**src/rtl/alu_ctrl_seq.sv**
```systemverilog
`default_nettype none
// ============================================================================
//  Module      : alu_ctrl_seq
//  Description : Registered ALU control sequencer. Accepts ALUop/funct/t0/t1
//                requests over a valid/ready handshake and presents the
//                decoded ALU control code one cycle later. Shift ops are
//                issued as a train of 1-bit shift micro-ops, repeated
//                iter_cnt times, one per cycle.
//  Ports       : clk, rst_n (sync, active-low)
//                in_valid/in_ready          request handshake
//                alu_op, funct, t0, t1      operation selection
//                iter_cnt                   shift repeat count (at accept)
//                out_valid, ctrl_bits       micro-op beat and its code
//                ctrl_last                  final beat of the request
//                illegal                    beat comes from an undefined op
//                busy                       more shift beats still pending
//  Revision    : 1.0 - initial release
// ============================================================================
module alu_ctrl_seq #(
    parameter int ALUOP_W = 3,
    parameter int CTRL_W  = 3,
    parameter int CNT_W   = 3
) (
    input  logic               clk,
    input  logic               rst_n,
    input  logic               in_valid,
    output logic               in_ready,
    input  logic [ALUOP_W-1:0] alu_op,
    input  logic               funct,
    input  logic               t0,
    input  logic               t1,
    input  logic [CNT_W-1:0]   iter_cnt,
    output logic               out_valid,
    output logic [CTRL_W-1:0]  ctrl_bits,
    output logic               ctrl_last,
    output logic               illegal,
    output logic               busy
);

    localparam logic [2:0] c_ADD = 3'b000;
    localparam logic [2:0] c_SUB = 3'b001;
    localparam logic [2:0] c_AND = 3'b010;
    localparam logic [2:0] c_OR  = 3'b011;
    localparam logic [2:0] c_SLL = 3'b100;
    localparam logic [2:0] c_SRL = 3'b101;
    localparam logic [2:0] c_SLT = 3'b110;
    localparam logic [2:0] c_NOP = 3'b111;

    localparam logic [CNT_W-1:0] c_CNT_ZERO = '0;
    localparam logic [CNT_W-1:0] c_CNT_ONE  = CNT_W'(1);

    typedef enum logic [0:0] {
        S_IDLE   = 1'b0,
        S_REPEAT = 1'b1
    } state_t;

    state_t             r_state;
    logic [2:0]         r_code;
    logic [CNT_W-1:0]   r_remain;   // beats still to be emitted after the current one
    logic               r_out_valid;
    logic               r_last;
    logic               r_illegal;

    logic               w_hi_bad;
    logic [2:0]         w_code;
    logic               w_illegal;
    logic               w_shift;
    logic               w_accept;

    // Any set opcode bit above [2:0] makes the request illegal.
    generate
        if (ALUOP_W > 3) begin : g_hi_chk
            assign w_hi_bad = |alu_op[ALUOP_W-1:3];
        end else begin : g_hi_none
            assign w_hi_bad = 1'b0;
        end
    endgenerate

    always_comb begin
        w_code    = c_NOP;
        w_illegal = 1'b0;
        w_shift   = 1'b0;
        if (w_hi_bad) begin
            w_illegal = 1'b1;
        end else begin
            case (alu_op[2:0])
                3'b000:  w_code = c_ADD;
                3'b001:  w_code = c_SUB;
                3'b010:  w_code = funct ? c_SUB : c_ADD;
                3'b011:  w_code = funct ? c_OR  : c_AND;
                3'b100: begin
                    w_code  = funct ? c_SRL : c_SLL;
                    w_shift = 1'b1;
                end
                3'b101:  w_code = c_SLT;
                3'b110: begin
                    case ({t1, t0})
                        2'b00:   w_code = c_ADD;
                        2'b01:   w_code = c_SUB;
                        2'b10:   w_code = c_AND;
                        default: w_code = c_OR;
                    endcase
                end
                default: w_illegal = 1'b1;
            endcase
        end
    end

    // REPEAT is left on the cycle the last beat is presented, so a new
    // request can be taken on that beat without a bubble.
    assign in_ready = rst_n && (r_state == S_IDLE);
    assign w_accept = in_valid && in_ready;

    always_ff @(posedge clk) begin
        if (!rst_n) begin
            r_state     <= S_IDLE;
            r_code      <= c_NOP;
            r_remain    <= '0;
            r_out_valid <= 1'b0;
            r_last      <= 1'b0;
            r_illegal   <= 1'b0;
        end else if (w_accept) begin
            r_out_valid <= 1'b1;
            r_illegal   <= w_illegal;
            if (w_shift && (iter_cnt == c_CNT_ZERO)) begin
                // Zero-length shift degenerates to a single legal NOP beat.
                r_code  <= c_NOP;
                r_last  <= 1'b1;
                r_state <= S_IDLE;
            end else if (w_shift && (iter_cnt > c_CNT_ONE)) begin
                r_code   <= w_code;
                r_last   <= 1'b0;
                r_remain <= iter_cnt - c_CNT_ONE;
                r_state  <= S_REPEAT;
            end else begin
                r_code  <= w_code;
                r_last  <= 1'b1;
                r_state <= S_IDLE;
            end
        end else if (r_state == S_REPEAT) begin
            // r_code holds the latched shift code for the whole train.
            r_out_valid <= 1'b1;
            r_illegal   <= 1'b0;
            r_remain    <= r_remain - c_CNT_ONE;
            if (r_remain == c_CNT_ONE) begin
                r_last  <= 1'b1;
                r_state <= S_IDLE;
            end else begin
                r_last  <= 1'b0;
            end
        end else begin
            r_out_valid <= 1'b0;
            r_code      <= c_NOP;
            r_last      <= 1'b0;
            r_illegal   <= 1'b0;
        end
    end

    assign out_valid = r_out_valid;
    assign ctrl_last = r_last;
    assign illegal   = r_illegal;
    assign busy      = (r_state == S_REPEAT);

    generate
        if (CTRL_W > 3) begin : g_ctrl_wide
            assign ctrl_bits = {{(CTRL_W-3){1'b0}}, r_code};
        end else begin : g_ctrl_exact
            assign ctrl_bits = r_code;
        end
    endgenerate

endmodule
`default_nettype wire

```
**config.mk**
```make
export PLATFORM = sky130hd
export DESIGN_NAME = alu_ctrl_seq
export DESIGN_NICKNAME = d
export VERILOG_FILES = /design/src/rtl/alu_ctrl_seq.sv
export SDC_FILE = /design/constraint.sdc
export NUM_CORES = 1
export LEC_CHECK = 0
export BUFFER_PORTS_ARGS = -buffer_cell sky130_fd_sc_hd__buf_2
export CORE_MARGIN = 3
export CORE_UTILIZATION = 30
export DETAILED_ROUTE_END_ITERATION = 10
export PLACE_DENSITY_LB_ADDON = 0.2
export SYNTH_ARGS = -nofsm -noshare
export SYNTH_HDL_FRONTEND = slang
export SYNTH_SLANG_ARGS = --single-unit
```
**constraint.sdc**
```tcl
create_clock -name clk -period 2.95 [get_ports clk]
set_input_delay 0.59 -clock clk [delete_from_list [all_inputs] [get_ports clk]]
set_output_delay 0.59 -clock clk [all_outputs]
set_load 0.05 [all_outputs]
```
Word level (Yosys, flattened, before mapping)
Cells that the tools add are included.

word-level totals
  register bits after elaboration = 10
  bits in latches = 0
  RAM bits = 0
  memory bits (read-only) = 0
  input port bits = 12
  output and inout bits = 8
  logic and storage cells = 59
  memories = 0

operators by class
  add/subtract/negate cells = 2
  multiply operators = 0
  div/mod/pow operators = 0
  magnitude comparators = 1
  equality and inequality tests = 12
  shift operators = 0
  multiplexer cells = 26
  bitwise gates (word level) = 1
  reductions and logical operators = 11

operators by type and width
  operator               number
  $mux W3                7
  $pmux W3 S7            1
  $mux W1                17
  $eq A3 B3 Y1 const B   3
  $reduce_or A7 Y1       1
  $eq A3 B1 Y1 const B   2
  $eq A3 B2 Y1 const B   2
  $logic_not A3 Y1       2
  $pmux W2 S3            1
  $sub A3 B1 Y3 const B  2
  $logic_and A1 B1 Y1    4
  $ne A2 B1 Y1 const B   2
  $gt A3 B1 Y1 const B   1
  $reduce_and A3 Y1      1
  $eq A2 B1 Y1 const B   1
  $eq A2 B2 Y1 const B   1
  $logic_not A2 Y1       1
  $ne A2 B2 Y1 const B   1
  $reduce_and A2 Y1      1
  $reduce_bool A2 Y1     1
  $not A1 Y1             1

Logic depth before layout (Yosys ltp)
  word-level depth = 6
  mapped depth = 6
  depth with buffers taken out = 6

Least setup slack after synthesis
No wires, ideal clock.

  path kind = reg2out
  start = reg r_state, in the netlist busy
  end = out in_ready
  arrival = 1433 ps
  required time = 2360 ps
  slack = 927 ps
  stages on the path, launching flop included = 3
  path through = dfxtp_1 > clkbuf_1 > nor2_1

on the way
  cells in the longest elaborated chain, start to end = 2

ends and longest elaborated chain
  what                      line  text
  start: declaration        57    state_t r_state;
  start signal: assignment  116   r_state <= S_IDLE;
  start signal: assignment  129   r_state <= S_IDLE;
  start signal: assignment  134   r_state <= S_REPEAT;
  $not A1 Y1                111   assign in_ready = rst_n && (r_state == S_IDLE);
  $logic_and A1 B1 Y1       111
  end: declaration          27    output logic in_ready,

Every way passes these cells.

Final worst setup path
  start = reg r_state, in the netlist busy
  end = out busy

RTL lines
  what              line  text
  end: declaration  37    output logic busy

No word-level cell between the ends.

==> results.md <==
- Outcome: finished clean
- Fin nets: 116
- GRT overflow: 0
- Seq cells post-synth: 10
- Net Switching: 109.0 uW
- Setup crit end kind: primary output
- YS warnings: 0
- Delay-heaviest family, CP: flip-flops
- H-tree Lvls: 1
- Max Cap Violations: 0
- CP max stage delay: 0.62 ns
- CTS Root Buffer Type: clkbuf_4
- LEAKAGE: 0.3722 nW
- DR DRC count: 0
- Combinational Power Share: 0.225
- # resized after CTS: 0
- Fin util: 0.4272
- Cell Rows: 15
- Initial Util: 0.3408
- Buf/Inv on CP: 1
- Post-DP HPWL: 1084 um
- FMAX: 0.5441 GHz
- DP Worst Slack: 0.9840 ns
- Slowest CP cell: dfxtp_1
- Routability congestion estimate from global placement: 0.8164
- Fin crit share: 0.6231
- Mapped Area: 626.9 um^2
- CP Launch Type: flop
- Final ANT Viol Nets: 0
- Flop pwr share: 0.416
- Synthesized area per cell: 8.248 um^2
- Layout Cells excl Fill: 123
- Critical path cell sequence: buf_2
- Kind of critical path: flop to primary output
- Clock Pin Slew Worst Setup and Hold Paths: 0.07 ns
- TritonCTS Sinks: 10
- Maximum number of pins on one net before global-route repair: 16
- Hold_ws: 0.4667 ns
- Slew HR: 0.6744
- CTS tree: built
- Die area: 0.002674 mm^2
- Final setup TNS: 0 ns
- Vias in the first global route: 527
- DR vias: 580
- Crit path DAT: 1.25 ns
- Hold Violations, Final: 0
- Vias per cell: 4.715
- Core area: 0.001839 mm^2
- Initial antenna violation count: 0
- Pins over their slew limit: 0
- Mapped Cells: 76
- Dpl cells: 119
- GRT Resource Usage Total: 0.1215
- Io pins: 20
- Area grow syn2layout: 25.35%
- Final Cell Area: 785.8 um^2
- Post-layout power: 354.7 uW
- DR iter-0 viols: 8
- Net Sw Frac: 0.3073
- Fin crit period: 1.838 ns
- DIE WIDTH: 51.71 um
- Register area share after synthesis: 0.3194
- RSZ-0062 raised after global routing: no
- Chip height: 51.71 um
- DR pass1 iterations: 4
- Share of layout cells above drive strength 1: 0.3061
- Hold buffers post-CTS: 0
- Routed WL per cell: 11.11 um
- Worst-Margin Slew: 0.4855 ns
- First-pass GRT wire length: 2408 um
- Setup Fix Bufs, Post-CTS: 0
- Antenna cells: 0
- Worst skew pair latency: 0.27 ns
- Worst Setup Slack, final: 1.112 ns
- Top fanout value on the critical path: 15
- Worst min path class: flop to flop
- Clock skew: 0.003217 ns
- Req. time, crit path: 2.36 ns
- WL final: 1367 um
- CTS buffer count: 3
- Int Pwr: 245.7 uW
- # port buffers: 19
- Placed instance area: 749.5 um^2
- Post-synth net total: 93
- Clock power share: 0.360
- Yosys cell types: 25
- PwrDens: 451.4 mW/mm^2
- VDD IR-drop max: 278.4 uV
- Clock buffer depth: 2
- Final setup fails: 0
## cell families (layout without fill, tap and decap cells)
family	Yosys count	in the layout	synth area share
flops	10	10	0.3194
buf+inv	11	33	0.06587
fa+ha+maj	5	5	0.09980
mux	3	3	0.04990
xor+xnor	1	1	0.01397
simple gates	25	25	0.2196
compound gates	21	21	0.2315
## synthesized netlist by cell type, drive strengths merged
cell type   n  area share
mux2i       2       0.032
nand2b      1       0.022
nor3        1       0.016
a21oi       8       0.064
nand4       1       0.010
o31ai       1       0.020
nand2       7       0.042
mux2        1       0.018
a41o        1       0.016
and2        1       0.010
a31oi       3       0.030
ha          5        0.10
inv        10       0.060
nor2       10       0.064
o211ai      1       0.012
dfxtp      10        0.32
nand3       3       0.024
a221oi      1       0.024
clkbuf      1      0.0060
xor2        1       0.014
nand3b      1       0.032
o21ai       3       0.024
a211o       2       0.028
o221ai      1       0.014
## sequential cells by signal, summed over array words and instances (netlist names)
name	flops
busy	1
ctrl_bits	3
illegal	1
out_valid	1
r_remain	3
ctrl_last	1
## power groups by stage
stage	registers, mW	clock network [mW]	logic, mW
after floorplan	0.165	0	0.0396
after global placement	0.150	0	0.0801
after detailed placement	0.151	0	0.0800
after CTS	0.147	0.132	0.0805
after global routing	0.148	0.139	0.0896
final	0.147	0.128	0.0796
## metal layers
metal / global-route usage / vias up / share of wire
met5: 0 / - / 0
met4: 0.02620 / 0 / 0.0059
met3: 0.06304 / 2 / 0.072
met2: 0.1695 / 15 / 0.42
met1: 0.1646 / 255 / 0.50
li1: - / 308 / -
## area by class of cell
cell class / count / area (um^2)
repair buffers: 19 / 95.09
multi-input cells: 55 / 385.4
flip-flops and latches: 10 / 200.2
fillers: 207 / 1054
inverters: 10 / 37.54
clock buffers: 4 / 36.28
well taps: 25 / 31.28
## layout by cell type, fill, tap and decap left out, drive strengths merged
cell,netlist,routed
xor2,1,1
nand3b,1,1
ha,5,5
nand2b,1,1
a221oi,1,1
nand2,7,7
clkbuf,1,4
a211o,2,2
nor3,1,1
o211ai,1,1
o21ai,3,3
mux2i,2,2
nor2,10,10
buf,0,19
nand4,1,1
a31oi,3,3
o31ai,1,1
nand3,3,3
o221ai,1,1
mux2,1,1
inv,10,10
dfxtp,10,10
and2,1,1
a21oi,8,8
a41o,1,1
## path summary, 6_finish.rpt
kind,slack [ns],startpoint,cells after the start,end
worst max register to register,1.41,busy,4,r_remain[2]
worst max-delay path,1.11,busy,1,busy
worst min register to register,0.47,r_remain[1],2,r_remain[1]
worst min-delay path,0.47,r_remain[1],2,r_remain[1]
No activity file was read; power rests on OpenSTA's default activity.
